==> config.mk <==
export PLATFORM = sky130hd
export DESIGN_NAME = bubblesort_drain
export DESIGN_NICKNAME = d
export VERILOG_FILES = /design/src/rtl/bubblesort_drain.sv
export SDC_FILE = /design/constraint.sdc
export NUM_CORES = 1
export LEC_CHECK = 0
export CORE_MARGIN = 1.5
export CORE_UTILIZATION = 50
export DETAILED_ROUTE_END_ITERATION = 8
export DONT_BUFFER_PORTS = 1
export PLACE_DENSITY = 0.77
export REMOVE_ABC_BUFFERS = 1
export SYNTH_ARGS = -nofsm -noshare
export SYNTH_HDL_FRONTEND = slang
export SYNTH_SLANG_ARGS = --single-unit
==> constraint.sdc <==
create_clock -name clk -period 76.6 [get_ports clk]
set_input_delay 19.15 -clock clk [delete_from_list [all_inputs] [get_ports clk]]
set_output_delay 19.15 -clock clk [all_outputs]
set_load 0.005 [all_outputs]
==> src/rtl/bubblesort_drain.sv <==
// Drain stage for the bubblesort core: snapshots the packed sorted result on done_i rising,
// streams it out over valid/ready, checks non-decreasing order and accumulates a checksum.
module bubblesort_drain #(
  parameter int unsigned NUM_ELEMS = 49,
  parameter int unsigned ELEM_W    = 8,
  parameter int unsigned CSUM_W    = ELEM_W + $clog2(NUM_ELEMS)
) (
  input  logic                          clk,
  input  logic                          rst,
  input  logic                          done_i,
  input  logic [NUM_ELEMS*ELEM_W-1:0]   readdata_i,
  output logic [ELEM_W-1:0]             m_data_o,
  output logic                          m_valid_o,
  input  logic                          m_ready_i,
  output logic                          m_last_o,
  output logic                          busy_o,
  output logic                          frame_done_o,
  output logic                          order_err_o,
  output logic [CSUM_W-1:0]             checksum_o
);

  localparam int unsigned IDX_W = (NUM_ELEMS > 1) ? $clog2(NUM_ELEMS) : 1;
  localparam logic [IDX_W-1:0] LAST_IDX = IDX_W'(NUM_ELEMS - 1);

  typedef enum logic [1:0] {
    IDLE,
    STREAM,
    FINISH
  } state_t;

  state_t            state;
  state_t            state_next;
  logic              done_q;
  logic              start;
  logic              accept;
  logic              is_last;
  logic [IDX_W-1:0]  index;
  logic [ELEM_W-1:0] shadow [NUM_ELEMS];
  logic [ELEM_W-1:0] elem;
  logic [ELEM_W-1:0] prev;
  logic [CSUM_W-1:0] acc;
  logic [CSUM_W-1:0] acc_next;
  logic              err;
  logic              err_next;

  assign start    = done_i && !done_q;
  assign elem     = shadow[index];
  assign is_last  = (index == LAST_IDX);
  assign accept   = (state == STREAM) && m_ready_i;
  assign acc_next = acc + CSUM_W'(elem);
  assign err_next = err || ((index != '0) && (elem < prev));

  always_ff @(posedge clk) begin
    if (!rst) begin
      state <= IDLE;
    end else begin
      state <= state_next;
    end
  end

  // Outputs depend on state and registers only, never on m_ready_i.
  always_comb begin
    state_next   = state;
    m_valid_o    = 1'b0;
    busy_o       = 1'b0;
    m_data_o     = '0;
    m_last_o     = 1'b0;
    frame_done_o = 1'b0;
    unique case (state)
      IDLE: begin
        if (start) begin
          state_next = STREAM;
        end
      end
      STREAM: begin
        m_valid_o = 1'b1;
        busy_o    = 1'b1;
        m_data_o  = elem;
        m_last_o  = is_last;
        if (m_ready_i && is_last) begin
          state_next = FINISH;
        end
      end
      FINISH: begin
        frame_done_o = 1'b1;
        state_next   = IDLE;
      end
      default: begin
        state_next = IDLE;
      end
    endcase
  end

  always_ff @(posedge clk) begin
    if (state == IDLE && start) begin
      for (int unsigned i = 0; i < NUM_ELEMS; i++) begin
        shadow[i] <= readdata_i[i*ELEM_W +: ELEM_W];
      end
    end
  end

  always_ff @(posedge clk) begin
    if (!rst) begin
      done_q      <= 1'b1;
      index       <= '0;
      acc         <= '0;
      err         <= 1'b0;
      prev        <= '0;
      checksum_o  <= '0;
      order_err_o <= 1'b0;
    end else begin
      done_q <= done_i;
      if (state == IDLE && start) begin
        index <= '0;
        acc   <= '0;
        err   <= 1'b0;
      end else if (accept) begin
        acc  <= acc_next;
        err  <= err_next;
        prev <= elem;
        // Results are published with the final beat's contribution folded in, so they
        // become visible on the same edge that raises frame_done_o.
        if (is_last) begin
          checksum_o  <= acc_next;
          order_err_o <= err_next;
        end else begin
          index <= index + 1'b1;
        end
      end
    end
  end

endmodule

Yosys cells after proc, flatten, opt, wreduce, memory -nomap -nowiden --
Memories as Yosys holds them, arrays and structs flattened. A register that Yosys moved wholly into a read port is not among the register bits. Index checks and enable logic that the tools add are counted.
Word-level totals: bits in registers 47, RAM bits 392, input port bits 396, output and inout bits 27, logic and storage cells 45, memories 1
Cells by class: add/sub/neg operators 2, $lt $le $gt $ge 1, equality and inequality tests 5, mux-type cells 11, bitwise logic cells 3, reductions and logical operators 14
Memories:
- shadow | words 49, bits a word 8, rd ports 1, clocked after Yosys merged registers in 1, write ports 49, RTL line 38 | logic [ELEM_W-1:0] shadow [NUM_ELEMS];
Operators with widths (count):
- 14-bit by 8-bit adder with 14-bit output | 1
- 6-bit two-way mux | 2
- 8-bit less-than comparator | 1
- 8-bit two-way mux | 1
- 6-bit by 1-bit adder with 6-bit output (second input constant) | 1
- 6-bit == test (second input constant) | 1
- 2-bit AND reduction | 3
- 6-bit nonzero test | 1
- 1-bit logical AND | 5
- 1-bit two-way mux | 5
- 2-bit two-way mux | 2
- 2-bit case mux with 2 select lines | 1
- 1-bit inverter | 3
- 3-bit AND reduction | 1
- 2-bit by 1-bit == test with 1-bit output (second input constant) | 1
- 2-bit == test (second input constant) | 1
- 2-bit logical NOT | 1
- 2-bit by 1-bit inequality test with 1-bit output (second input constant) | 1
- 2-bit inequality test (second input constant) | 1
- 2-bit OR reduction | 1
- 1-bit logical NOT | 1
- 1-bit logical OR | 1

Longest topological paths before layout --
Gate-level depths: netlist (run 1).
depth in word-level cells 5, depth in mapped cells 18, depth with buffers taken out 15

Worst setup path after synthesis (run 1) --
Ideal clock, no wire load.
path kind input -> register, from input port done_i, to register acc[7], library setup time 0.165 ns, arrival 63.078 ns, required time 76.435 ns, setup slack 13.358 ns, stages on the path 4, path buffers 0, cells stage by stage nor4b_1 nor2_1 nand4_1 nand3_1
Between the ends: word-level cells in the longest chain between the ends 3
RTL lines:
- start, declared | RTL line 10 | input logic done_i,
- 1-bit logical AND | RTL line 46 | assign start = done_i && !done_q;
- 1-bit logical AND | RTL line 113 | if (state == IDLE && start) begin
- 2-bit OR reduction (no source line)
- end signal, assigned | RTL line 118 | acc <= acc_next;
- end, declared | RTL line 41 | logic [CSUM_W-1:0] acc;
No other way between the ends. A chain may end at the register's enable or synchronous reset.

==> flow_metrics.env, run 1 <==
export IMPL_placement_setup_worst_slack_ns=54.29
export IMPL_drc=0
export IMPL_critical_path_top_delay_family="multiplexers"
export IMPL_grt_ovfl_total=0
export IMPL_synth_seq_area_share_pct=72.2
export IMPL_critical_path_startpoint_type="flip-flop"
export IMPL_cts_repair_resized_insts=0
export IMPL_post_synthesis_sequential_element_count=445
export IMPL_worst_hold_path_type="reg2reg"
export IMPL_clk_pin_slew_worst_paths_ns=0.06
export IMPL_post_layout_worst_setup_margin_ns=53.87
export IMPL_place_gp_congestion=0.846
export IMPL_report_final_setup_viol=0
export IMPL_dr_first_iter_drc_count=686
export IMPL_ir_drop_v=0.0000231
export IMPL_finalHoldViolCount=0
export IMPL_max_clock_path_buffers=3
export IMPL_drt_wl_total_um=41000
export IMPL_synthesis_instances=1017
export IMPL_ctsRootBufferMaster="sky130_fd_sc_hd__clkbuf_16"
export IMPL_cts_sinks=445
export IMPL_totalPowerFinal_mw=0.502
export IMPL_synthDistinctLibCells=66
export IMPL_synth_adder_area_share_pct=1.31
export IMPL_die_h_um=192
export IMPL_grt_pass1_wl_um=58100
export IMPL_cts_tree="yes"
export IMPL_timing_critical_path_cells="buf_4 -> mux4_1 -> mux2i_1 -> a2111oi_2 -> a21oi_1 -> o22a_2 -> nor2_1"
export IMPL_yosysTopAreaCellShare_pct=66.2
export IMPL_slowest_stage="sky130_fd_sc_hd__buf_4"
export IMPL_cts_buffers=44
export IMPL_post_cts_hold_buffer_count=0
export IMPL_maxClockFrequency_mhz=44.0
export IMPL_number_of_global_route_vias_before_repair=9322
export IMPL_worst_path_largest_cell_delay_ns=0.79
export IMPL_grt_setup_unrepaired="no"
export IMPL_syn_area_um2=17800
export IMPL_vias=9146
export IMPL_yosysWarningCount=0
export IMPL_core_area_um2=34800
export IMPL_areaGrowthSynthToFinish_pct=10.1
export IMPL_worstPathBufferInverterCount=1
export IMPL_drt_antenna_violating_nets=0
export IMPL_timing_final_max_slew_violations=0
export IMPL_synth_area_top_cells="sky130_fd_sc_hd__edfxtp_1 (66%), sky130_fd_sc_hd__mux4_2 (7.0%), sky130_fd_sc_hd__dfxtp_1 (6.0%)"
export IMPL_leakagePower_nw=6.09
export IMPL_num_rows=68
export IMPL_largest_family_of_logic_cells_by_synthesized_area="multiplexers"
export IMPL_initial_utilization_pct=51.1
export IMPL_synth_flop_cell="sky130_fd_sc_hd__edfxtp_1"
export IMPL_dieWidth_um=192
export IMPL_layout_drive_gt1_share_pct=14.6
export IMPL_first_pass_iters=5
export IMPL_finalWorstPathRequiredPeriod_ns=22.73
export IMPL_cts_setup_buffers=0
export IMPL_antenna_found_initial=21
export IMPL_syn_avg_cell_area_um2=17.5
export IMPL_max_slew_margin_rel_pct=17.3
export IMPL_timing_setup_tns_ns=0
export IMPL_yosysTopAreaCell="sky130_fd_sc_hd__edfxtp_1"
export IMPL_critPathArrivalTime_ns=3.58
export IMPL_io_pin_count=423
export IMPL_power_per_cell_area_nw_per_um2=25.7
export IMPL_layout_nets=1437
export IMPL_yosysMostFrequentCell="sky130_fd_sc_hd__edfxtp_1"
export IMPL_die_area_um2=36700
export IMPL_place_hpwl_um=28500
export IMPL_ys_top_cells_by_count="sky130_fd_sc_hd__edfxtp_1 (392), sky130_fd_sc_hd__mux2i_1 (70), sky130_fd_sc_hd__mux4_2 (55), sky130_fd_sc_hd__dfxtp_1 (53), sky130_fd_sc_hd__a21oi_1 (46)"
export IMPL_clk_insertion_delay_late_ns=0.56
export IMPL_crit_fanout=51
export IMPL_critPathKind="reg2out"
export IMPL_outcome="complete, no violations"
export IMPL_synth_xor_area_share_pct=0.591
export IMPL_via_cell_ratio=5.99
export IMPL_finalCoreUtilization_pct=56.3
export IMPL_synth_mux_area_fraction_pct=12.9
export IMPL_finalCritPeriodShare_pct=29.7
export IMPL_cts_htree_levels=2
export IMPL_async_reset_ff_share_pct=0
export IMPL_yosys_area_share_simple_pct=4.75
export IMPL_max_slew_worst_pin_slew_ns=1.24
export IMPL_drv_cap=0
export IMPL_area_fraction_in_compound_gates_after_synthesis_pct=5.66
export IMPL_synth_edff_count=392
export IMPL_fin_worst_skew_ns=0.0133
export IMPL_cp_end_kind="output port"
export IMPL_required_ns=57.45
export IMPL_n_fill_cell=2567
export IMPL_holdWs_ns=0.468
export IMPL_pin_count_of_the_biggest_net_entering_global_routing=178
export IMPL_buffer_ports_inserted=0
export IMPL_detail_route_wl_per_cell_um=26.8
export IMPL_grt_util_all_layers_pct=22.2
## sequential cells by signal, indices dropped and copies added, names as in the netlist, named ones only
signal and flops:
shadow 392, checksum_o 14, order_err_o 1, acc 14
done_q 1, index 6, state 2, err 1
prev 8
## worst paths after layout
path                   from             end  slack (ns)  cells past startpoint
setup / recovery  flip-flop     m_data_o[1]       53.87                      7
hold / removal       acc[4]          acc[4]        0.47                      2
setup reg to reg  flip-flop  checksum_o[13]       71.34                     14
hold reg to reg      acc[4]          acc[4]        0.47                      2
## logic make-up (layout without fill, tap and decap cells)
| group | count (synthesis) | count (layout) |
|---|---|---|
| multiplexers | 141 | 141 |
| AND/OR/NAND/NOR | 170 | 170 |
| flip-flops | 445 | 445 |
| adder cells (fa/ha/maj) | 18 | 18 |
| AO/OA/AOI/OAI | 152 | 152 |
| buffers and inverters | 79 | 118 |
| other | 0 | 15 |
| XOR/XNOR | 12 | 12 |
## worst reg2reg max path, cell delays in order (launching register included)
cell and delay (ns):
sky130_fd_sc_hd__dfxtp_4 0.52, sky130_fd_sc_hd__buf_4 0.80, sky130_fd_sc_hd__mux4_1 0.66, sky130_fd_sc_hd__mux2i_1 0.21, sky130_fd_sc_hd__a2111oi_2 0.10, sky130_fd_sc_hd__a21oi_1 0.34, sky130_fd_sc_hd__o22a_2 0.30, sky130_fd_sc_hd__inv_1 0.10
sky130_fd_sc_hd__ha_1 0.30, sky130_fd_sc_hd__a21o_1 0.19, sky130_fd_sc_hd__a21oi_1 0.28, sky130_fd_sc_hd__o21ai_1 0.14, sky130_fd_sc_hd__a32oi_1 0.67, sky130_fd_sc_hd__o21ai_0 0.20, sky130_fd_sc_hd__a311oi_1 0.34
## through the flow
stage                     instance area (µm²)  std cells
after floorplan                         17400        966
after global placement                  18100       1432
after detailed placement                18100       1432
after CTS                               19500       1511
after global routing                    19600       1521
final                                   19600       1526
## cell type report
| class | instances | area (µm²) | share of cell area, % |
|---|---|---|---|
| well taps | 455 | 569 | 2.91 |
| clock buffers | 58 | 1220 | 6.22 |
| inverters | 28 | 105 | 0.537 |
| repair buffers | 11 | 95.1 | 0.486 |
| diodes | 15 | 37.5 | 0.192 |
| multi-input cells | 493 | 4500 | 23.0 |
| flip-flops and latches | 445 | 12800 | 65.6 |
| clock inverters | 21 | 216 | 1.11 |
## power breakdown
| group | switching [mW] | internal [mW] |
|---|---|---|
| combinational | 0.00882 | 0.00574 |
| clock | 0.0883 | 0.126 |
| sequential | 0.00211 | 0.272 |
| total | 0.0993 | 0.403 |
## per-layer routing
layer / vias up / GRT usage (%) / routed length (µm)
met5: - / 0 / 100
met4: 16 / 8.77 / 1010
li1: 4090 / - / -
met3: 66 / 7.84 / 4010
met1: 4545 / 26.0 / 15400
met2: 429 / 37.3 / 20500
## cells in the final DEF (no fill, tap or decap), drive strengths merged, types with 6 or more instances in the layout
cell	synthesis	routed
or3	9	9
nand2b	11	11
o221ai	6	6
diode	0	15
o21ai	30	30
mux2i	70	70
a21oi	47	47
nor2b	7	7
nand3	22	22
nand2	43	43
nor2	41	41
a22oi	25	25
edfxtp	392	392
mux4	67	67
nand4	10	10
o22ai	11	11
buf	31	11
xor2	9	9
clkinv	1	15
ha	17	17
inv	27	29
dfxtp	53	53
clkbuf	20	58
Note: power is estimated with default switching activity, not from simulation.
==> run 2: changes to the inputs <==
clock period = 23.2 ns   (was 76.6 ns; I/O delays follow)
==> flow_metrics.env, run 2 (synthesized netlist as in run 1, its figures left out) <==
export IMPL_worst_hold_path_type="reg2reg"
export IMPL_cts_sinks=445
export IMPL_initial_utilization_pct=51.1
export IMPL_grt_util_all_layers_pct=22.0
export IMPL_drv_cap=0
export IMPL_post_cts_hold_buffer_count=0
export IMPL_timing_final_max_slew_violations=0
export IMPL_n_fill_cell=2597
export IMPL_cts_tree="yes"
export IMPL_max_clock_path_buffers=3
export IMPL_largestRegisters="shadow (392), acc (14), checksum_o (14)"
export IMPL_buffer_ports_inserted=0
export IMPL_timing_reg2reg_worst_path_depth=14
export IMPL_via_cell_ratio=6.01
export IMPL_leakagePower_nw=6.10
export IMPL_fin_worst_skew_ns=0.0185
export IMPL_p_int_mw=1.33
export IMPL_vias=9168
export IMPL_ctsRootBufferMaster="sky130_fd_sc_hd__clkbuf_16"
export IMPL_finalCritPeriodShare_pct=40.9
export IMPL_placement_setup_worst_slack_ns=14.22
export IMPL_num_rows=68
export IMPL_power_per_cell_area_nw_per_um2=85.1
export IMPL_layout_cells_most_common="sky130_fd_sc_hd__edfxtp_1"
export IMPL_detail_route_wl_per_cell_um=27.0
export IMPL_timing_critical_path_cells="buf_4 -> mux4_2 -> nor3_1 -> a2111oi_2 -> a21oi_1 -> o22a_1 -> nor2_1"
export IMPL_cp_depth=7
export IMPL_io_pin_count=423
export IMPL_cp_end_kind="output port"
export IMPL_slowest_stage="sky130_fd_sc_hd__buf_4"
export IMPL_grt_pass1_wl_um=57900
export IMPL_cts_htree_levels=2
export IMPL_clk_pin_slew_worst_paths_ns=0.06
export IMPL_clk_insertion_delay_late_ns=0.56
export IMPL_cts_repair_resized_insts=0
export IMPL_max_slew_worst_pin_slew_ns=1.14
export IMPL_pwr_share_seq_pct=54.2
export IMPL_required_ns=17.40
export IMPL_timing_setup_tns_ns=0
export IMPL_comb_power_share_pct=2.9
export IMPL_crit_fanout=51
export IMPL_core_area_um2=34800
export IMPL_maxClockFrequency_mhz=105
export IMPL_drt_antenna_violating_nets=0
export IMPL_largest_register="shadow"
export IMPL_layout_nets=1438
export IMPL_first_pass_iters=5
export IMPL_areaGrowthSynthToFinish_pct=10.2
export IMPL_finalWorstPathRequiredPeriod_ns=9.48
export IMPL_die_area_um2=36700
export IMPL_power_clock_fraction_pct=42.9
export IMPL_layout_cells_most_common_list="sky130_fd_sc_hd__edfxtp_1 (392), sky130_fd_sc_hd__mux2i_1 (70), sky130_fd_sc_hd__mux4_2 (55), sky130_fd_sc_hd__dfxtp_1 (48), sky130_fd_sc_hd__clkbuf_16 (47)"
export IMPL_ir_drop_v=0.0000758
export IMPL_antenna_found_initial=20
export IMPL_critical_path_top_delay_family="compound AO/OA/AOI/OAI gates"
export IMPL_pin_count_of_the_biggest_net_entering_global_routing=178
export IMPL_largest_register_ff_count=392
export IMPL_outcome="complete, no violations"
export IMPL_grt_ovfl_total=0
export IMPL_report_final_setup_viol=0
export IMPL_cts_buffers=45
export IMPL_die_h_um=192
export IMPL_layout_drive_gt1_share_pct=14.5
export IMPL_critPathArrivalTime_ns=3.68
export IMPL_worstPathBufferInverterCount=1
export IMPL_cts_setup_buffers=0
export IMPL_critical_path_startpoint_type="flip-flop"
export IMPL_number_of_global_route_vias_before_repair=9321
export IMPL_critPathKind="reg2out"
export IMPL_drc=0
export IMPL_hold_depth=2
export IMPL_dr_first_iter_drc_count=566
export IMPL_max_slew_margin_rel_pct=24.0
export IMPL_holdWs_ns=0.465
export IMPL_grt_setup_unrepaired="no"
export IMPL_finalHoldViolCount=0
export IMPL_place_hpwl_um=28700
export IMPL_post_layout_worst_setup_margin_ns=13.72
export IMPL_drt_wl_total_um=41200
export IMPL_worst_path_largest_cell_delay_ns=0.80
export IMPL_switching_power_mw=0.335
export IMPL_dieWidth_um=192
export IMPL_power_switching_share_pct=20.1
export IMPL_place_gp_congestion=0.843
[run 2: cell types whose count changed in the layout (fill, tap and decap cells not counted), sizes merged]
cell,previous run,this run
clkbuf,58,56
clkinvlp,1,2
diode,15,12
inv,29,33
[run 2: stage by stage]
stage	total power, mW	util (%)	std cells	instance area [µm²]
after floorplan	0.989	-	966	17400
after global placement	0.968	52.0	1432	18100
after detailed placement	0.970	52.0	1432	18100
after CTS	1.68	56.2	1514	19600
after global routing	1.72	56.3	1524	19600
final	1.67	56.3	1526	19600
[run 2: worst paths after layout]
kind,start,to,slack [ns]
worst min-delay path,acc[4],acc[4],0.47
worst max register to register,flip-flop,checksum_o[13],17.95
worst min register to register,acc[4],acc[4],0.47
worst max-delay path,flip-flop,m_data_o[7],13.72
[run 2: area by class of cell]
type / instances / area (µm²) / share of cell area (%)
Timing Repair Buffer: 11 / 95.1 / 0.485
Tap cell: 455 / 569 / 2.90
Antenna cell: 12 / 30.0 / 0.153
Clock inverter: 26 / 253 / 1.29
Multi-Input combinational cell: 493 / 4500 / 22.9
Inverter: 28 / 105 / 0.536
Clock buffer: 56 / 1210 / 6.17
Sequential cell: 445 / 12800 / 65.5
[run 2: power by group through the flow]
stage	registers (mW)	clock network [mW]	logic [mW]
2_1_floorplan	0.952	0	0.0374
6_report	0.904	0.716	0.0483
3_3_place_gp	0.920	0	0.0479
3_5_place_dp	0.921	0	0.0488
4_1_cts	0.904	0.729	0.0490
5_1_grt	0.905	0.759	0.0528
[run 2: per-layer routing]
metal / routed length (µm) / track usage (%)
met1: 15100 / 25.6
met2: 20800 / 37.3
met3: 4260 / 7.56
met4: 953 / 8.86
met5: 81 / 0
[run 2: worst min-delay path, stage by stage, from the launching register on]
cell,delay [ns]
sky130_fd_sc_hd__dfxtp_1,0.31
sky130_fd_sc_hd__nand2_1,0.05
sky130_fd_sc_hd__a21oi_1,0.05
==> run 3: changes to the inputs <==
clock period = 9.3 ns   (was 23.2 ns; I/O delays follow)
==> flow_metrics.env, run 3 (synthesized netlist as in run 1, its figures left out) <==
export IMPL_outcome="complete, no violations"
export IMPL_crit_fanout=50
export IMPL_grt_setup_unrepaired="no"
export IMPL_timing_final_max_slew_violations=0
export IMPL_layout_cells_most_common="sky130_fd_sc_hd__edfxtp_1"
export IMPL_cts_tree="yes"
export IMPL_largest_register="shadow"
export IMPL_first_pass_iters=5
export IMPL_cts_repair_resized_insts=0
export IMPL_critPathKind="reg2out"
export IMPL_cp_end_kind="output port"
export IMPL_dr_first_iter_drc_count=530
export IMPL_rr_endpoint="checksum_o[13]"
export IMPL_comb_power_share_pct=2.9
export IMPL_antenna_found_initial=14
export IMPL_cts_buffers=44
export IMPL_placement_setup_worst_slack_ns=3.63
export IMPL_grt_pass1_wl_um=58300
export IMPL_ir_drop_v=0.000280
export IMPL_core_area_um2=34800
export IMPL_layout_drive_gt1_share_pct=14.5
export IMPL_timing_reg2reg_worst_path_depth=14
export IMPL_number_of_global_route_vias_before_repair=9361
export IMPL_finalWorstPathRequiredPeriod_ns=6.16
export IMPL_endpoint="m_data_o[4]"
export IMPL_drt_antenna_violating_nets=0
export IMPL_layout_nets=1437
export IMPL_post_cts_hold_buffer_count=0
export IMPL_finalHoldViolCount=0
export IMPL_cts_htree_levels=2
export IMPL_report_final_setup_viol=0
export IMPL_switching_power_mw=0.810
export IMPL_pin_count_of_the_biggest_net_entering_global_routing=190
export IMPL_post_layout_worst_setup_margin_ns=3.14
export IMPL_reg_to_reg_slack_setup_ns=4.18
export IMPL_dieWidth_um=192
export IMPL_cts_setup_buffers=0
export IMPL_final_cells=1521
export IMPL_clk_insertion_delay_late_ns=0.55
export IMPL_worst_path_largest_cell_delay_ns=0.85
export IMPL_leakagePower_nw=6.08
export IMPL_detail_route_wl_per_cell_um=26.9
export IMPL_maxClockFrequency_mhz=162
export IMPL_grt_ovfl_total=0
export IMPL_worst_hold_path_type="reg2reg"
export IMPL_timing_setup_tns_ns=0
export IMPL_largest_register_ff_count=392
export IMPL_die_h_um=192
export IMPL_ctsRootBufferMaster="sky130_fd_sc_hd__clkbuf_16"
export IMPL_power_switching_share_pct=19.7
export IMPL_drc=0
export IMPL_critical_path_startpoint_type="flip-flop"
export IMPL_required_ns=6.98
export IMPL_initial_utilization_pct=51.1
export IMPL_slowest_stage="sky130_fd_sc_hd__dfxtp_4"
export IMPL_vias=9091
export IMPL_buffer_ports_inserted=0
export IMPL_largestRegisters="shadow (392), acc (14), checksum_o (14)"
export IMPL_dpl_cell_area_um2=18100
export IMPL_grt_util_all_layers_pct=22.0
export IMPL_cts_sinks=445
export IMPL_finalCritPeriodShare_pct=66.2
export IMPL_critical_path_top_delay_family="simple AND/OR/NAND/NOR gates"
export IMPL_post_route_cell_area_um2=19500
export IMPL_place_gp_congestion=0.833
export IMPL_n_fill_cell=2550
export IMPL_power_clock_fraction_pct=42.0
export IMPL_via_cell_ratio=5.98
export IMPL_cp_depth=7
export IMPL_drv_cap=0
export IMPL_worstPathBufferInverterCount=1
export IMPL_totalPowerFinal_mw=4.10
export IMPL_io_pin_count=423
export IMPL_p_int_mw=3.29
export IMPL_num_rows=68
export IMPL_fin_worst_skew_ns=0.00968
export IMPL_place_hpwl_um=28500
export IMPL_layout_cells_most_common_list="sky130_fd_sc_hd__edfxtp_1 (392), sky130_fd_sc_hd__mux2i_1 (70), sky130_fd_sc_hd__mux4_2 (55), sky130_fd_sc_hd__dfxtp_1 (48), sky130_fd_sc_hd__a21oi_1 (46)"
export IMPL_max_clock_path_buffers=3
export IMPL_max_slew_worst_pin_slew_ns=1.11
export IMPL_drt_wl_total_um=40900
export IMPL_critPathArrivalTime_ns=3.84
export IMPL_areaGrowthSynthToFinish_pct=9.91
export IMPL_clk_pin_slew_worst_paths_ns=0.06
export IMPL_die_area_um2=36700
export IMPL_place_detailed_instances=1432
export IMPL_max_slew_margin_rel_pct=26.0
export IMPL_timing_critical_path_cells="buf_4 -> mux2i_1 -> a22oi_1 -> a21oi_1 -> nor4_1 -> nand2_1 -> nor2_1"
export IMPL_pwr_share_seq_pct=55.1
export IMPL_power_per_cell_area_nw_per_um2=210
-- run 3: cell types whose count changed in the layout (fill, tap and decap cells not counted), moves of 2 or more --
cell,delta
sky130_fd_sc_hd__clkbuf_16,-2
sky130_fd_sc_hd__clkinv_1,-4
sky130_fd_sc_hd__clkinv_2,+4
sky130_fd_sc_hd__inv_6,-3
-- run 3: layout make-up --
class / instances / area [µm²] / share of cell area [%]
sequential: 445 / 12800 / 65.7
multi-input combinational: 493 / 4500 / 23.0
clock buffer: 55 / 1170 / 6.00
tap: 455 / 569 / 2.91
clock inverter: 22 / 220 / 1.13
timing repair buffer: 11 / 108 / 0.551
inverter: 28 / 105 / 0.538
antenna: 12 / 30.0 / 0.154
-- run 3: worst register-to-register path: stages (launching register included) --
cell and delay, ns:
sky130_fd_sc_hd__dfxtp_4 0.85, sky130_fd_sc_hd__buf_4 0.80, sky130_fd_sc_hd__mux2i_1 0.26, sky130_fd_sc_hd__a22oi_1 0.26
sky130_fd_sc_hd__a21oi_1 0.11, sky130_fd_sc_hd__nor4_1 0.58, sky130_fd_sc_hd__nand2_1 0.22, sky130_fd_sc_hd__inv_1 0.18
sky130_fd_sc_hd__ha_1 0.29, sky130_fd_sc_hd__o21a_1 0.20, sky130_fd_sc_hd__nor2_1 0.08, sky130_fd_sc_hd__inv_1 0.06
sky130_fd_sc_hd__a32oi_1 0.66, sky130_fd_sc_hd__o21ai_0 0.20, sky130_fd_sc_hd__a311oi_1 0.30
-- run 3: worst min-delay path by stage --
stage,slack (ns),end,cells after the start,startpoint
floorplan,0.44,prev[0],2,prev[0]
global route,0.48,prev[3],2,prev[3]
detailed placement,0.45,acc[2],2,acc[2]
global placement,0.45,acc[2],2,acc[2]
finish,0.46,prev[6],2,prev[6]
CTS,0.46,acc[2],2,acc[2]
-- run 3: power groups by stage --
stage               clock network [mW]  logic [mW]  registers (mW)
finish                            1.72       0.119            2.26
global route                      1.83       0.130            2.26
CTS                               1.76       0.120            2.26
detailed placement                   0       0.120            2.30
global placement                     0       0.117            2.30
floorplan                            0      0.0933            2.37
-- run 3: per-layer routing --
layer | track usage, % | wire, µm | up-vias
met5 | 0 | 69 | -
li1 | - | - | 4069
met4 | 9.10 | 1290 | 12
met2 | 37.0 | 20200 | 433
met3 | 7.44 | 4190 | 91
met1 | 26.1 | 15200 | 4486
-- run 3: through the flow --
step,hold WS [ns],utilization [%]
floorplan,0.438,-
global placement,0.447,52.1
detailed placement,0.455,52.1
CTS,0.463,56.1
global route,0.484,56.1
finish,0.462,56.2
